`config.mk`:
```
export PLATFORM = sky130hd
export DESIGN_NAME = stream_seq_arbiter
export DESIGN_NICKNAME = d
export VERILOG_FILES = /design/src/rtl/stream_seq_arbiter.sv
export SDC_FILE = /design/constraint.sdc
export NUM_CORES = 1
export LEC_CHECK = 0
export BUFFER_PORTS_ARGS = -buffer_cell sky130_fd_sc_hd__buf_2
export CAP_MARGIN = 20
export CORE_AREA = 3 3 133 135
export CTS_CLUSTER_DIAMETER = 80
export DETAILED_ROUTE_END_ITERATION = 7
export DIE_AREA = 0 0 136 138
export PLACE_DENSITY = 0.62
export SETUP_SLACK_MARGIN = 0.2
export SKIP_CTS_REPAIR_TIMING = 1
export SLEW_MARGIN = 0
export SYNTH_ARGS = -nofsm -noshare
export SYNTH_HDL_FRONTEND = slang
export SYNTH_SLANG_ARGS = --single-unit
```
`constraint.sdc`:
```
create_clock -name clk -period 5.6 [get_ports clk]
set_input_delay 0.56 -clock clk [delete_from_list [all_inputs] [get_ports clk]]
set_output_delay 0.56 -clock clk [all_outputs]
set_load 0.05 [all_outputs]
```
`src/rtl/stream_seq_arbiter.sv`:
```
// -----------------------------------------------------------------------------
// stream_seq_arbiter
//   Shares one stream_to_seq instance (and the sequential consumer behind it)
//   between REQ_NB stream requesters. Arbitration is round robin at packet
//   granularity: once the first beat of a multi-beat packet is accepted, the
//   owner keeps the output until its last beat, so packets never interleave.
//   A beat is issued only while the consumer holds a free credit, which means
//   the sequential side never has to push back.
//
// Ports
//   clk, a_rst_n   clock, asynchronous active-low reset (released synchronously)
//   req_data       per-requester beat data, requester i at [i*IN_NB*WIDTH +: IN_NB*WIDTH]
//   req_last       per-requester "beat is last of packet"
//   req_vld        per-requester valid
//   req_rdy        per-requester ready, at most one bit set
//   out_data       registered beat towards stream_to_seq in_data
//   out_id         requester index of out_data
//   out_vld        towards stream_to_seq in_vld
//   out_rdy        from stream_to_seq in_rdy
//   credit_inc     one-cycle pulse, consumer freed one beat slot
//   credit_cnt     current credit count
//   busy           packet in progress or output register occupied
// -----------------------------------------------------------------------------
module stream_seq_arbiter #(
  parameter int WIDTH     = 8,
  parameter int IN_NB     = 8,
  parameter int REQ_NB    = 4,
  parameter int CREDIT_NB = 4,
  localparam int REQ_W    = $clog2(REQ_NB),
  localparam int CREDIT_W = $clog2(CREDIT_NB + 1)
) (
  input  logic                          clk,
  input  logic                          a_rst_n,
  input  logic [REQ_NB*IN_NB*WIDTH-1:0] req_data,
  input  logic [REQ_NB-1:0]             req_last,
  input  logic [REQ_NB-1:0]             req_vld,
  output logic [REQ_NB-1:0]             req_rdy,
  output logic [IN_NB*WIDTH-1:0]        out_data,
  output logic [REQ_W-1:0]              out_id,
  output logic                          out_vld,
  input  logic                          out_rdy,
  input  logic                          credit_inc,
  output logic [CREDIT_W-1:0]           credit_cnt,
  output logic                          busy
);

  localparam int                  BEAT_W     = IN_NB * WIDTH;
  localparam logic [CREDIT_W-1:0] CREDIT_MAX = CREDIT_W'(CREDIT_NB);
  localparam logic [REQ_W-1:0]    LAST_ID    = REQ_W'(REQ_NB - 1);
  localparam logic [REQ_W:0]      REQ_NB_V   = (REQ_W + 1)'(REQ_NB);

  typedef enum logic {
    ST_IDLE,
    ST_LOCK
  } state_t;

  state_t               r_state, w_state_nxt;
  logic [REQ_W-1:0]     r_rr_ptr, w_rr_ptr_nxt;
  logic [REQ_W-1:0]     r_lock_id, w_lock_id_nxt;
  logic [BEAT_W-1:0]    r_out_data;
  logic [REQ_W-1:0]     r_out_id;
  logic                 r_out_vld;
  logic [CREDIT_W-1:0]  r_credit_cnt;

  logic                 w_slot_free;
  logic                 w_can_issue;
  logic                 w_rr_vld;
  logic [REQ_W-1:0]     w_rr_id;
  logic [REQ_W:0]       w_rr_idx;
  logic                 w_sel_en;
  logic [REQ_W-1:0]     w_sel_id;
  logic [BEAT_W-1:0]    w_sel_data;
  logic                 w_sel_last;
  logic                 w_accept;

  function automatic logic [REQ_W-1:0] wrap_inc(input logic [REQ_W-1:0] id);
    return (id == LAST_ID) ? '0 : id + 1'b1;
  endfunction

  // A beat may enter the output register when it is empty or draining this
  // cycle, and only while the consumer still has room for it.
  assign w_slot_free = !r_out_vld || out_rdy;
  assign w_can_issue = w_slot_free && (r_credit_cnt != '0);

  // Round-robin search starting at r_rr_ptr. Candidates are visited from the
  // farthest to the nearest so the nearest valid requester is the one left.
  always_comb begin
    // NOTE: every always_comb output gets a default first so no path can
    // leave it unassigned and infer a latch.
    w_rr_vld = 1'b0;
    w_rr_id  = '0;
    w_rr_idx = '0;
    for (int k = REQ_NB - 1; k >= 0; k--) begin
      w_rr_idx = {1'b0, r_rr_ptr} + (REQ_W + 1)'(k);
      if (w_rr_idx >= REQ_NB_V) w_rr_idx = w_rr_idx - REQ_NB_V;
      if (req_vld[w_rr_idx[REQ_W-1:0]]) begin
        w_rr_vld = 1'b1;
        w_rr_id  = w_rr_idx[REQ_W-1:0];
      end
    end
  end

  // In LOCK only the owner is considered, whether or not it is valid, so
  // req_rdy never depends on other requesters' valids mid-packet.
  assign w_sel_en   = (r_state == ST_LOCK) ? 1'b1 : w_rr_vld;
  assign w_sel_id   = (r_state == ST_LOCK) ? r_lock_id : w_rr_id;
  assign w_sel_last = req_last[w_sel_id];
  assign w_accept   = w_sel_en && w_can_issue && req_vld[w_sel_id];

  always_comb begin
    w_sel_data = '0;
    for (int i = 0; i < REQ_NB; i++) begin
      if (w_sel_id == REQ_W'(i)) w_sel_data = req_data[i*BEAT_W +: BEAT_W];
    end
  end

  always_comb begin
    req_rdy = '0;
    for (int i = 0; i < REQ_NB; i++) begin
      req_rdy[i] = w_sel_en && w_can_issue && (w_sel_id == REQ_W'(i));
    end
  end

  always_comb begin
    w_state_nxt   = r_state;
    w_rr_ptr_nxt  = r_rr_ptr;
    w_lock_id_nxt = r_lock_id;
    case (r_state)
      ST_IDLE: begin
        if (w_accept) begin
          if (w_sel_last) begin
            w_rr_ptr_nxt = wrap_inc(w_sel_id);
          end else begin
            w_state_nxt   = ST_LOCK;
            w_lock_id_nxt = w_sel_id;
          end
        end
      end
      ST_LOCK: begin
        if (w_accept && w_sel_last) begin
          w_state_nxt  = ST_IDLE;
          w_rr_ptr_nxt = wrap_inc(r_lock_id);
        end
      end
      default: w_state_nxt = ST_IDLE;
    endcase
  end

  // NOTE: sequential state uses non-blocking assignments so every flop
  // samples the pre-edge values regardless of statement order.
  always_ff @(posedge clk or negedge a_rst_n) begin
    if (!a_rst_n) begin
      r_state   <= ST_IDLE;
      r_rr_ptr  <= '0;
      r_lock_id <= '0;
    end else begin
      r_state   <= w_state_nxt;
      r_rr_ptr  <= w_rr_ptr_nxt;
      r_lock_id <= w_lock_id_nxt;
    end
  end

  // Output stage: loads on accept, empties when drained with nothing new,
  // and otherwise holds (out_vld && !out_rdy blocks any accept).
  always_ff @(posedge clk or negedge a_rst_n) begin
    if (!a_rst_n) begin
      r_out_vld  <= 1'b0;
      r_out_data <= '0;
      r_out_id   <= '0;
    end else if (w_accept) begin
      r_out_vld  <= 1'b1;
      r_out_data <= w_sel_data;
      r_out_id   <= w_sel_id;
    end else if (out_rdy) begin
      r_out_vld  <= 1'b0;
      r_out_data <= '0;
      r_out_id   <= '0;
    end
  end

  // Credits: an accept consumes one, a credit_inc pulse returns one; both in
  // the same cycle cancel. Accept is impossible at zero, so no underflow.
  always_ff @(posedge clk or negedge a_rst_n) begin
    if (!a_rst_n) begin
      r_credit_cnt <= CREDIT_MAX;
    end else begin
      case ({w_accept, credit_inc})
        2'b10:   r_credit_cnt <= r_credit_cnt - 1'b1;
        2'b01:   if (r_credit_cnt != CREDIT_MAX) r_credit_cnt <= r_credit_cnt + 1'b1;
        default: r_credit_cnt <= r_credit_cnt;
      endcase
    end
  end

  assign out_data   = r_out_data;
  assign out_id     = r_out_id;
  assign out_vld    = r_out_vld;
  assign credit_cnt = r_credit_cnt;
  assign busy       = (r_state == ST_LOCK) || r_out_vld;

`ifndef SYNTHESIS
  a_rdy_onehot0 : assert property (@(posedge clk) disable iff (!a_rst_n)
    $onehot0(req_rdy));

  a_out_stable : assert property (@(posedge clk) disable iff (!a_rst_n)
    (r_out_vld && !out_rdy) |=> ($stable(r_out_data) && $stable(r_out_id)));

  a_credit_ovf : assert property (@(posedge clk) disable iff (!a_rst_n)
    !(credit_inc && !w_accept && (r_credit_cnt == CREDIT_MAX)))
    else $fatal(1, "stream_seq_arbiter: credit_inc with credits already at maximum");
`endif

endmodule
```
==> results of run 1 <==
synthesized netlist by cell type (4+ instances only):
library cell	count
dfrtp_1	74
nand3b_1	66
and2_1	4
ha_1	5
inv_1	10
nor2_1	96
nand2_1	87
mux2i_1	45
clkbuf_1	49
o21ai_0	50
buf_1	9
a21oi_1	96
o21ai_1	63
a22oi_1	26
buf_4	6
registers in the layout, indices dropped and copies added, names as in the netlist, named ones only:
name,count
r_rr_ptr,2
out_id,2
out_vld,1
out_data,64
r_lock_id,2
credit_cnt,3
metrics by stage:
stage               hold slack, ns  power, mW  setup WS [ns]    util
floorplan                   0.2644      3.587          2.348       -
global placement            0.3662      4.354          1.680  0.4392
detailed placement          0.3655      4.397          1.634  0.4392
CTS                      -0.008001      5.062          1.831  0.4590
global route                0.4901      5.477          1.501  0.4596
finish                      0.4855      4.989          1.921  0.4596
critical path, stage by stage (launching register included):
cell	delay (ns)
dfrtp_1	0.65
nand2_1	0.20
o311ai_2	0.17
o21a_1	0.40
inv_1	0.17
ha_4	0.36
nor2b_2	0.89
a22oi_1	0.23
nor2_1	0.16
a21oi_1	0.05
nor2_1	0.12
a21oi_1	0.05
o21ai_1	0.13
path summary, 6_finish.rpt:
kind,slack [ns],endpoint,cells after the start
setup / recovery,1.92,out_data[62],12
hold / removal,0.49,out_data[19],3
setup reg to reg,1.92,out_data[62],12
hold reg to reg,0.51,out_data[56],2
max in group asynchronous,3.87,out_data[29],3
min in group asynchronous,0.55,out_data[38],2
final cells by class:
class	count	area [µm²]	area share
inverters	10	37.54	0.004924
repair buffers	350	1777	0.2331
well taps	220	275.3	0.03611
clock inverters	4	72.57	0.009521
flip-flops and latches	75	1878	0.2464
clock buffers	12	256.5	0.03365
multi-input cells	575	3326	0.4363
power groups by stage:
stage	logic, mW	registers [mW]	clock network (mW)
2_1_floorplan	2.22	1.36	0
3_3_place_gp	3.48	0.872	0
3_5_place_dp	3.53	0.871	0
4_1_cts	3.53	0.865	0.672
5_1_grt	3.89	0.895	0.697
6_report	3.47	0.865	0.653
metal layers:
metal | vias up | global-route usage | share of wire
met5 | - | 0 | 0.00049
met4 | 2 | 0.05836 | 0.015
met3 | 21 | 0.05196 | 0.073
met2 | 227 | 0.3570 | 0.49
met1 | 2829 | 0.2624 | 0.42
li1 | 3133 | - | -
logic make-up after synthesis:
group | Yosys count
AO/OA/AOI/OAI | 254
XOR/XNOR | 2
adder cells (fa/ha/maj) | 5
buffers and inverters | 78
flip-flops | 75
multiplexers | 46
AND/OR/NAND/NOR | 268
==> impl_metrics.toml, run 1 <==
[status]
status = "finished clean"

[placement]
dpl-instance-area_mm2 = 0.007283
dp.cells = 1229
port_buffers = 342
dp_hpwl_um = 14740
gp_congestion = 0.8899

[sta]
worst_pin_slew_ns = 1.072
fin_skew_ns = 0.007094
max_slew_margin = 0.2818
fin_crit_ns = 3.679
setup_viol = 0
setup_tns_ns = 0
drv_slew = 0
rsz0062_at_grt = "false"
final_min_period_over_clock_period = 0.6570
max_freq_mhz = 271.8
hold_viol = 0

[routing]
routed_wl_um = 20390
drt_iter0_drc = 310
viasPerCell = 4.986
detail-route-antenna-nets = 0
vias = 6212
drc = 0
dr.pass1.iters = 5
wl_per_cell_um = 16.37

[global_route]
grt_max_degree = 103
grt_pass1_vias = 5794
grt_pass1_wl_um = 31330
grt_overflow_total = 0
track_usage = 0.2095
antenna_found_initial = 1

[die]
ios = 343
start_util = 0.3302
core_mm2 = 0.01658
fp-row-count = 47
fp.dieW_um = 136
dieArea_mm2 = 0.01877
chipHeight_um = 138

[run]
maxCapViolCount = 0

[logic_synthesis]
synth-compound-area-share = 0.2593
synth_area_mm2 = 0.005477
syn-num-nets = 1001
avgSynthCellArea_um2 = 7.523
async_flop_share = 1.000
yosysUniqueCellTypes = 45
synthMuxAreaShare = 0.08430
yosysTopAreaCellShare = 0.3381
yosys_warnings = 0
synth_fa_ha_area_frac = 0.01142
ys.flop_type = "dfrtp_1"
synth_seq_cells = 75
yosys-top-cells-area = "dfrtp_1 (34%), nand3b_1 (9.0%), a21oi_1 (8.8%)"
synth_cells = 728
synth-edff-count = 0
yosysTopAreaCell = "dfrtp_1"
synth_top_family_by_area = "compound AO/OA/AOI/OAI gates"
ys_seq_area_frac = 0.3429
synthXorXnorAreaFrac = 0.003199
yosys.area_share.simple = 0.2392

[critical_path]
crit_path_max_fanout = 48
required_ns = 5.86
worstSetupPathType = "flop to flop"
endpoint_kind = "flop"
worstPathArrival_ns = 3.94
worst_setup_path_start_kind = "flop"

[cells_and_area]
final_common_cell = "buf_2"
finalInstanceArea_mm2 = 0.007622
stdcell_count = 1246
antennaDiodeCount = 0
fillCellCount = 1717
drive_above_1_share = 0.3674
layout_common_cells = "buf_2 (341), a21oi_1 (96), nor2_1 (96)"
area_delta_synth_final_pct = 39.18
fin_nets = 1294

[clock_network]
cts_sinks = 75
clk_pin_slew_ns = 0.06
ctsLongestPathBuffers = 2
numCtsBuffers = 9
cts_root_buf = "clkbuf_16"
htree_levels = 3
cts_tree = "built"
worstSkewPairLatency_ns = 0.34

[pwr]
power_density_mw_per_mm2 = 654.5
pwr-share-seq = 0.173
p_sw_frac = 0.5518
cell_internal_pwr_mw = 2.236
leakagePower_nw = 3.775
p_switching_mw = 2.753
ir_drop_mv = 0.3377
comb_power_share = 0.696
clkPwrFrac = 0.131

[hold_path]
hold_class = "primary input to flop"
holdCritStartpoint = "req_data[211]"
(Power assumes the default switching activity.)
==> run 2, diff against run 1 <==
Settings changed: ABC_AREA from default to 1, CORE_AREA 3 3 133 135 to 3 3 132 134, DIE_AREA 0 0 136 138 to 0 0 135 137, PLACE_DENSITY 0.62 to 0.61.
Clock period 5.6 ns to 3.4 ns, I/O delays scaled along.
==> impl_metrics.toml, run 2 <==
[status]
status = "finished clean"

[die]
start_util = 0.3189
dieArea_mm2 = 0.01850
ios = 343
core_mm2 = 0.01641
fp.dieW_um = 135
chipHeight_um = 137
fp-row-count = 47

[logic_synthesis]
ys_seq_area_frac = 0.3589
synth_area_mm2 = 0.005233
async_flop_share = 1.000
yosysTopAreaCell = "dfrtp_1"
yosysTopAreaCellShare = 0.3539
yosys_warnings = 0
yosys-top-cells-area = "dfrtp_1 (35%), nand2_1 (10%), nand3_1 (9.7%)"
ys.flop_type = "dfrtp_1"
syn-num-nets = 1015
yosysMostFrequentCell = "nand2_1"
synth_commonest_cells = "nand2_1 (140), nand3_1 (101), o21ai_0 (79)"
avgSynthCellArea_um2 = 7.052
synth_seq_cells = 75
yosysUniqueCellTypes = 29
synth-edff-count = 0
synth_cells = 742

[routing]
vias = 6587
drc = 0
routed_wl_um = 21720
drt_iter0_drc = 277
viasPerCell = 5.178
dr.pass1.iters = 5
detail-route-antenna-nets = 0
wl_per_cell_um = 17.08

[sta]
fin_crit_ns = 3.026
final_min_period_over_clock_period = 0.8900
worst_pin_slew_ns = 0.7672
drv_slew = 0
setup_tns_ns = 0
max_freq_mhz = 330.5
hold_viol = 0
whs_ns = 0.2312
setup_viol = 0
rsz0062_at_grt = "true"
max_slew_margin = 0.4885
fin_skew_ns = 0.008073

[cells_and_area]
area_delta_synth_final_pct = 41.73
final_common_cell = "buf_2"
largest_register_ffs = 64
post-route-util = 0.4520
fillCellCount = 1710
fin_nets = 1319
layout_common_cells = "buf_2 (340), nand2_1 (140), nand3_1 (101)"
drive_above_1_share = 0.3777

[critical_path]
critical-path-slowest-cell = "dfrtp_2"
worstPathArrival_ns = 2.69
worstSetupPathType = "flop to primary output"
worst-path-stages = 11
critPathMostFrequentCell = "nand2_1"
worst_setup_path_start_kind = "flop"
path_buf_inv = 2
crit_family = "simple AND/OR/NAND/NOR gates"
crit_path_max_fanout = 22
required_ns = 3.06
worst_r2r_path_depth = 16
cp_cell_sequence = "xnor2_1, nand2_1, nand3_1, nand2_1, nand2_1, nand3_2, nand2_4, ha_4, clkinvlp_4, nor2_1, buf_2"
endpoint_kind = "primary output"
critPathMaxStageDelay_ns = 0.49

[clock_network]
cts_tree = "built"
worstSkewPairLatency_ns = 0.33
ctsLongestPathBuffers = 2
clk_pin_slew_ns = 0.06
cts_root_buf = "clkbuf_16"
htree_levels = 3
numCtsBuffers = 9
cts_sinks = 75

[hold_path]
hold_class = "primary input to flop"
hold_depth = 3

[placement]
dp_hpwl_um = 15630
port_buffers = 342
gp_congestion = 0.8589

[pwr]
p_total_mw = 9.333
ir_drop_mv = 0.9502
leakagePower_nw = 3.842
power_density_mw_per_mm2 = 1258

[global_route]
grt_overflow_total = 0
grt_pass1_vias = 6315
antenna_found_initial = 1
grt_max_degree = 76
track_usage = 0.2171
grt_pass1_wl_um = 32040

[run]
maxCapViolCount = 0
-- run 2: cell count changes in the layout (fill, tap and decap cells not counted), moves of 6 or more --
cell | before | now
nand3_1 | 2 | 101
nand3b_1 | 66 | 0
nand2_1 | 87 | 140
mux2i_1 | 45 | 0
o311ai_0 | 0 | 43
nor2_1 | 96 | 55
a21oi_1 | 96 | 66
o21ai_0 | 50 | 79
a22oi_1 | 26 | 0
o21ai_1 | 63 | 42
o211ai_1 | 1 | 19
inv_1 | 10 | 20
buf_4 | 8 | 14
-- run 2: worst paths after layout --
check / slack, ns / start / to
min in group asynchronous: 0.50 / a_rst_n / out_data[4]
worst min-delay path: 0.23 / req_data[239] / out_data[47]
worst min register to register: 0.51 / out_data[41] / out_data[41]
max in group asynchronous: 2.26 / a_rst_n / credit_cnt[2]
worst max-delay path: 0.37 / r_rr_ptr[0] / req_rdy[2]
worst max register to register: 0.47 / r_rr_ptr[0] / out_data[24]
-- run 2: kinds of logic (layout without fill, tap and decap cells) --
group	Yosys count	after routing	synth area share
compound gates	253	253	0.2843
xor+xnor	3	3	0.005022
fa+ha+maj	5	5	0.01196
buf+inv	98	407	0.08369
flops	75	75	0.3589
other cells	0	1	0
simple gates	308	308	0.2561
-- run 2: final cells by class --
| cell class | instances | area [µm²] | share of cell area |
|---|---|---|---|
| multi-input cells | 569 | 2934 | 0.3956 |
| repair buffers | 363 | 1954 | 0.2635 |
| flip-flops and latches | 75 | 1879 | 0.2534 |
| well taps | 220 | 275.3 | 0.03712 |
| clock buffers | 13 | 240.2 | 0.03239 |
| inverters | 27 | 110.1 | 0.01485 |
| clock inverters | 3 | 15.01 | 0.002025 |
| repair inverters | 1 | 5.005 | 0.0006749 |
| diodes | 1 | 2.502 | 0.0003374 |
-- run 2: worst reg2reg max path, stage by stage, from the launching register on --
cell,delay (ns)
dfrtp_2,0.48
inv_1,0.10
nand2_1,0.09
nand3_1,0.10
nand2_1,0.10
nand3_1,0.10
nand2_1,0.08
nand2_1,0.05
nand3_2,0.11
nand2_4,0.11
inv_2,0.11
ha_2,0.24
buf_6,0.35
a21oi_1,0.10
o311ai_0,0.42
o21ai_0,0.17
o21ai_1,0.15
-- run 2: power breakdown --
group	internal (mW)	total (mW)	switching (mW)
sequential	1.27	1.47	0.201
combinational	2.14	7.00	4.86
clock	0.492	0.857	0.365
-- run 2: through the flow --
| step | instance area, µm² | std cells | worst slack (ns) |
|---|---|---|---|
| final | 7416 | 1272 | 0.3739 |
| after global routing | 7416 | 1272 | 0.1457 |
| after CTS | 7337 | 1266 | -0.03918 |
| after detailed placement | 7082 | 1250 | 0.3273 |
| after global placement | 7082 | 1250 | 0.3830 |
| after floorplan | 5233 | 742 | 0.4235 |
-- run 2: metal layers --
metal,vias up,GRT usage,share of wire
met5,-,0,0
met4,0,0.07279,0.020
met3,33,0.06140,0.090
met2,301,0.3749,0.49
met1,3025,0.2608,0.40
li1,3228,-,-
==> run 3, diff against run 2 <==
Settings changed: RECOVER_POWER from default to 100.
==> impl_metrics.toml, run 3 (synthesized netlist as in run 2, its figures left out) <==
[global_route]
grt_pass1_vias = 6315
antenna_found_initial = 1
track_usage = 0.2171
grt_overflow_total = 0
grt_max_degree = 76
grt_pass1_wl_um = 32040

[die]
ios = 343
fp-row-count = 47
chipHeight_um = 137
fp.dieW_um = 135
start_util = 0.3189
core_mm2 = 0.01641
dieArea_mm2 = 0.01850

[critical_path]
worst_setup_path_start_kind = "flop"
required_ns = 3.06
endpoint_kind = "primary output"
crit_path_max_fanout = 22
worstPathArrival_ns = 2.75
worstSetupPathType = "flop to primary output"

[cells_and_area]
final_common_cell = "buf_2"
fin_nets = 1319
finalInstanceArea_mm2 = 0.007298
fillCellCount = 1753
area_delta_synth_final_pct = 39.48
stdcell_count = 1272
layout_common_cells = "buf_2 (269), nand2_1 (141), nand3_1 (104)"
post-route-util = 0.4448
drive_above_1_share = 0.3045
largest_register_ffs = 64

[placement]
port_buffers = 342
dp.cells = 1250
dpl-instance-area_mm2 = 0.007082
place_ws_ns = 0.3273
gp_congestion = 0.8589
dp_hpwl_um = 15630

[run]
maxCapViolCount = 1

[status]
status = "finished, violations left"
violations = "capacitance limit, slew limit"

[pwr]
cell_internal_pwr_mw = 3.809
leakagePower_nw = 3.572
clkPwrFrac = 0.093
p_total_mw = 9.220
comb_power_share = 0.746
pwr-share-seq = 0.161
p_switching_mw = 5.411
ir_drop_mv = 0.9459
power_density_mw_per_mm2 = 1263
p_sw_frac = 0.5869

[clock_network]
clk_pin_slew_ns = 0.06
ctsLongestPathBuffers = 2
worstSkewPairLatency_ns = 0.34
cts_sinks = 75
numCtsBuffers = 9
cts_tree = "built"
htree_levels = 3
cts_root_buf = "clkbuf_16"

[routing]
viasPerCell = 5.215
vias = 6634
drc = 0
detail-route-antenna-nets = 0
routed_wl_um = 21780
dr.pass1.iters = 5
wl_per_cell_um = 17.12
drt_iter0_drc = 267

[hold_path]
hold_class = "primary input to flop"

[sta]
worst_slack_ns = 0.3083
setup_viol = 0
rsz0062_at_grt = "true"
drv_slew = 33
max_slew_margin = -0.3535
setup_tns_ns = 0
max_freq_mhz = 323.4
final_min_period_over_clock_period = 0.9093
fin_crit_ns = 3.092
fin_skew_ns = 0.008792
whs_ns = 0.2334
worst_pin_slew_ns = 2.030
hold_viol = 0
## run 3: worst paths after layout
path                          startpoint      endpoint  slack [ns]  depth (start not counted)
setup / recovery             r_rr_ptr[0]    req_rdy[2]        0.31                         11
min in group asynchronous        a_rst_n   out_data[4]        1.11                          2
hold / removal             req_data[239]  out_data[47]        0.23                          3
setup reg to reg             r_rr_ptr[0]  out_data[24]        0.42                         16
max in group asynchronous        a_rst_n     out_id[0]        1.10                          2
hold reg to reg             out_data[41]  out_data[41]        0.51                          2
## run 3: layout make-up
class                   instances  area, µm²  area share
diodes                          1      2.502   0.0003429
clock buffers                  13      240.2     0.03292
clock inverters                 3      15.01    0.002057
inverters                      27      110.1     0.01509
multi-input cells             569       2909      0.3986
flip-flops and latches         75       1879      0.2575
well taps                     220      275.3     0.03772
repair buffers                363       1862      0.2551
repair inverters                1      5.005   0.0006858
## run 3: per-layer routing
| metal | share of wire | routed length, µm | global-route usage | vias up |
|---|---|---|---|---|
| met5 | 0 | 0 | 0 | - |
| met4 | 0.021 | 452 | 0.07279 | 0 |
| met3 | 0.088 | 1927 | 0.06140 | 35 |
| met2 | 0.49 | 10600 | 0.3749 | 311 |
| met1 | 0.40 | 8795 | 0.2608 | 3053 |
| li1 | - | - | - | 3235 |
## run 3: critical path: stages (launching register included)
cell and delay (ns):
dfrtp_2 0.48, xnor2_1 0.24, nand2_1 0.12, nand3_1 0.13, nand2_1 0.06, nand2_1 0.05, nand3_1 0.16, nand2_4 0.17
ha_4 0.38, clkinvlp_4 0.20, nor2_1 0.13, buf_2 0.28
## run 3: power groups by stage
stage | logic (mW) | registers [mW] | clock network (mW)
after floorplan | 4.25 | 2.44 | 0
after global placement | 6.88 | 1.48 | 0
after detailed placement | 6.92 | 1.48 | 0
after CTS | 6.94 | 1.47 | 0.888
after global routing | 7.72 | 1.53 | 0.927
final | 6.88 | 1.48 | 0.854
